`src/rtl/ifetch_queue_pkg.sv`:
```
// Shared core types for the fetch/decode boundary; XLEN comes from the core params header.
`ifndef XLEN
`define XLEN 32
`endif

package ifetch_queue_pkg;

  typedef struct packed {
    logic [`XLEN-1:0] pc;
    logic [31:0]      instr;
    logic             fault;
  } fetch_entry_t;

endpackage

```
`src/rtl/ifetch_queue.sv`:
```
// Instruction fetch queue: circular buffer between fetch and decode, no bypass,
// flush on redirect, asynchronous active-low reset of the pointers only.
module ifetch_queue
  import ifetch_queue_pkg::*;
#(
  parameter int DEPTH = 4
) (
  input  logic                     clk,
  input  logic                     rst,
  input  logic                     flush,
  input  logic                     in_valid,
  output logic                     in_ready,
  input  logic [`XLEN-1:0]         in_pc,
  input  logic [31:0]              in_instr,
  input  logic                     in_fault,
  output logic                     out_valid,
  input  logic                     out_ready,
  output logic [`XLEN-1:0]         out_pc,
  output logic [31:0]              out_instr,
  output logic                     out_fault,
  output logic [$clog2(DEPTH):0]   count
);

  localparam int AW = $clog2(DEPTH);
  localparam logic [AW:0] DEPTH_C = (AW+1)'(DEPTH);

  fetch_entry_t mem [DEPTH];
  fetch_entry_t entry_in;
  fetch_entry_t entry_out;

  logic [AW:0] wr_ptr, rd_ptr;
  logic [AW:0] wr_nxt, rd_nxt;
  logic        full, empty, push, pop;

  // Extra pointer MSB tells full from empty when the indexes coincide.
  assign full  = (wr_ptr[AW] != rd_ptr[AW]) && (wr_ptr[AW-1:0] == rd_ptr[AW-1:0]);
  assign empty = (wr_ptr == rd_ptr);

  assign in_ready  = !full;
  assign out_valid = !empty;

  assign push = in_valid & in_ready & !flush;
  assign pop  = out_valid & out_ready & !flush;

  assign entry_in = '{pc: in_pc, instr: in_instr, fault: in_fault};

  always_comb begin
    wr_nxt = wr_ptr + {{AW{1'b0}}, push};
    rd_nxt = rd_ptr + {{AW{1'b0}}, pop};
    if (flush) begin
      wr_nxt = '0;
      rd_nxt = '0;
    end
  end

  always_ff @(posedge clk or negedge rst) begin
    if (!rst) begin
      wr_ptr <= '0;
      rd_ptr <= '0;
      count  <= '0;
    end else begin
      wr_ptr <= wr_nxt;
      rd_ptr <= rd_nxt;
      count  <= wr_nxt - rd_nxt;
    end
  end

  // Storage is never reset; contents are don't-care while out_valid is low.
  always_ff @(posedge clk) begin
    if (push) begin
      mem[wr_ptr[AW-1:0]] <= entry_in;
    end
  end

  assign entry_out = mem[rd_ptr[AW-1:0]];
  assign out_pc    = entry_out.pc;
  assign out_instr = entry_out.instr;
  assign out_fault = entry_out.fault;

  always_ff @(posedge clk) begin
    if (rst) begin
      assert (!(push && full));
      assert (!(pop && empty));
      assert (count <= DEPTH_C);
    end
  end

endmodule

```
`config.mk`:
```
export PLATFORM = sky130hd
export DESIGN_NAME = ifetch_queue
export DESIGN_NICKNAME = d
export VERILOG_FILES = /design/src/rtl/ifetch_queue_pkg.sv /design/src/rtl/ifetch_queue.sv
export SDC_FILE = /design/constraint.sdc
export NUM_CORES = 1
export LEC_CHECK = 0
export CAP_MARGIN = 20
export CORE_ASPECT_RATIO = 2
export CORE_MARGIN = 2
export CORE_UTILIZATION = 45
export CTS_CLUSTER_DIAMETER = 100
export CTS_CLUSTER_SIZE = 20
export DETAILED_ROUTE_END_ITERATION = 7
export PLACE_DENSITY = 0.72
export SYNTH_ARGS = -nofsm -noshare
export SYNTH_HDL_FRONTEND = slang
export SYNTH_SLANG_ARGS = --single-unit
```
`constraint.sdc`:
```
create_clock -name clk -period 7.5 [get_ports clk]
set_input_delay 1.125 -clock clk [delete_from_list [all_inputs] [get_ports clk]]
set_output_delay 1.125 -clock clk [all_outputs]
set_load 0.05 [all_outputs]
```
==> metrics.csv <==
stage,metric,value,unit
sta,slew_headroom,0.3382,
logic_synthesis,synth_top_area_frac,0.7867,
sta,fin_ws,2948,ps
layout,utilization,0.5587,
layout,drive_above_1_share,0.1753,
clock_network,cts_made_buffers,17,
clock_network,clk-insertion-delay-late,490,ps
die,die_w,109.0,um
die,initial_core_util,0.4598,
sta,drv_slew,0,
sta,setup_viol,0,
logic_synthesis,syn_nets,459,
layout,fillerInstances,1645,
die,rows,76,
setup_path,setup.worst_path.end_class,primary output,
logic_synthesis,netlist_instances,383,
placed_design,port_buffers,139,
power_and_ir_drop,pwr_density_cell,239.5,nW/um^2
global_routing,grt_pass1_wl,27360,um
clock_network,cts_tree,done,
placed_design,pre_cts_slack,3364,ps
setup_path,r2r-end,mem[0][34],
logic_synthesis,yosysSeqAreaShare,0.8094,
clock_network,cts_hold_buf,0,
setup_path,r2r_slack,4530,ps
global_routing,grt_util_all_layers,0.1578,
sta,min_period,4552,ps
logic_synthesis,yosysWarnings,0,
global_routing,antenna_found_initial,2,
setup_path,worst_ep_arrival_time,3430,ps
sta,fin_crit_sh,0.6070,
hold_path,min-delay-start,rd_ptr[2],
die,coreArea,21590,um^2
flow_run,drv_cap,0,
route,dr.first_iter.drc_count,165,
placed_design,dpl.cell_count,786,
global_routing,grt_max_degree,68,
setup_path,r2r-start,rd_ptr[1],
global_routing,grt.overflow.total,0,
layout,fin_nets,608,
clock_network,cts-root-buf,clkbuf_16,
logic_synthesis,synth.most_common_cell,edfxtp_1,
route,totalWireLength,17850,um
logic_synthesis,synth_edf_count,260,
sta,final-hold-violation-count,0,
hold_path,whs_path_depth,2,
power_and_ir_drop,finalPower,2.888,mW
die,die_y,214.0,um
layout,syn_to_final_growth,21.51,%
route,wl_per_cell,21.88,um
sta,fmax,219.7,MHz
hold_path,holdPathEnd,rd_ptr[2],
placed_design,hpwl,10900,um
setup_path,cp-start-kind,flop,
sta,worstMarginPinSlew,992.8,ps
route,drc,0,
global_routing,grt_pass1_vias,4815,
logic_synthesis,synth_cell_type_count,22,
setup_path,worstRegToRegCells,4,
route,dr.pass1.iters,4,
setup_path,worstPathRequired,6380,ps
clock_network,cts_num_sinks,269,
placed_design,finalWeightedCongestion,0.7329,
power_and_ir_drop,total_leakage_power,3.764,nW
logic_synthesis,synth_area,9925,um^2
route,postRouteAntennaNets,0,
die,io_pins,140,
logic_synthesis,synth.largest_area_cell,edfxtp_1,
clock_network,clock_path_buffers,3,
status,status,finished clean,
clock_network,cts_setup_buffers,0,
logic_synthesis,netlist_top_cells_area,"edfxtp_1 (79%), mux4_2 (15%), dfrtp_1 (2.3%), buf_12 (1.0%), ha_1 (0.63%)",
logic_synthesis,ys_top_cells_by_count,"edfxtp_1 (260), mux4_2 (65), dfrtp_1 (9)",
layout,instances_no_fill,816,
route,vias_per_cell,5.261,
logic_synthesis,syn_avg_cell_area,25.91,um^2
setup_path,critical_path_class,flop to primary output,
clock_network,cts_resized,0,
clock_network,clk_pin_slew,80,ps
clock_network,htree_levels,1,
logic_synthesis,synth_flop_cell,edfxtp_1,
power_and_ir_drop,ir_worst_vdd,0.0001732,V
setup_path,crit_start,rd_ptr[0],
logic_synthesis,synth-seq-cells,269,
sta,finClkSkew,15.56,ps
route,num_vias,4293,
setup_path,critPathMaxFanout,36,
die,die-area,23330,um^2
sta,rsz0062_at_grt,no,
logic_synthesis,ys_async_sr_fraction,0.03346,
hold_path,hp-class,flop to flop,
[per-stage QoR]
| step | cell area (um^2) | hold WS [ps] | TNS [ps] |
|---|---|---|---|
| 6_report | 12060 | 591.1 | 0 |
| 5_1_grt | 12060 | 600.5 | 0 |
| 4_1_cts | 12060 | 594.4 | 0 |
| 3_5_place_dp | 11570 | 576.2 | 0 |
| 3_3_place_gp | 11570 | 546.7 | 0 |
| 2_1_floorplan | 9925 | 528.6 | -191860 |
[power by group]
part	internal (mW)	total (mW)	switching, mW
logic	0.128	0.313	0.186
clock network	0.431	0.878	0.446
registers	1.68	1.70	0.0156
[worst max-delay path: stages, from the launching register on]
cell	delay, ps
dfrtp_4	840
buf_4	700
mux4_2	600
clkdlybuf4s50_1	740
[worst max path at each step]
stage | to | slack (ps) | cells after the start
final | out_instr[7] | 2950 | 3
after global placement | out_instr[8] | 3380 | 3
after global routing | out_instr[8] | 2700 | 3
after floorplan | mem[1][0] | -1170 | 2
after detailed placement | out_instr[8] | 3360 | 3
after CTS | out_instr[8] | 2810 | 3
[cells by family after synthesis]
family	count (synthesis)	share of synthesized area
DFF	269	0.8094
and+or+nand+nor	16	0.01046
muxes	65	0.1475
buffers and inverters	19	0.01727
xor gates and xnor gates	8	0.007060
adders and majority gates	6	0.008321
[placed cells by master (no fill, tap or decap)]
cell and count:
diode_2 1, buf_4 5, nor4b_2 2, nor2b_1 2, nor2_1 4, clkdlybuf4s50_1 139
edfxtp_1 260, xnor2_1 6, dfrtp_4 2, ha_1 5, inv_1 5, clkinv_8 1
nand2b_1 3, nand3b_1 1, dfrtp_1 7, clkbuf_1 11, fa_1 1, and3_4 2
mux4_2 65, and3b_1 1, nor4_2 1, xor2_1 2, clkbuf_16 17
[routing by layer]
metal / share of wire / vias up / track usage / wire length (um)
met2: 0.56 / 107 / 0.2807 / 10010
li1: - / 1917 / - / -
met3: 0.051 / 25 / 0.03161 / 903
met4: 0.025 / 2 / 0.06026 / 441
met5: 0.00062 / - / 0 / 11
met1: 0.36 / 2242 / 0.1838 / 6482
[layout make-up]
type                       instances  area [um^2]  area share
antenna                            1        2.502   0.0002075
clock buffer                      28        466.7     0.03870
clock inverter                     1        16.27    0.001349
inverter                           5        18.77    0.001556
multi-input combinational         95         1744      0.1446
sequential                       269         8040      0.6667
tap                              273        341.6     0.02833
timing repair buffer             144         1429      0.1185
[flip-flops by register name, summed over array words and instances (netlist names)]
| signal | cells |
|---|---|
| mem | 260 |
| count | 3 |
| rd_ptr | 3 |
| wr_ptr | 3 |
(Power assumes the default switching activity.)
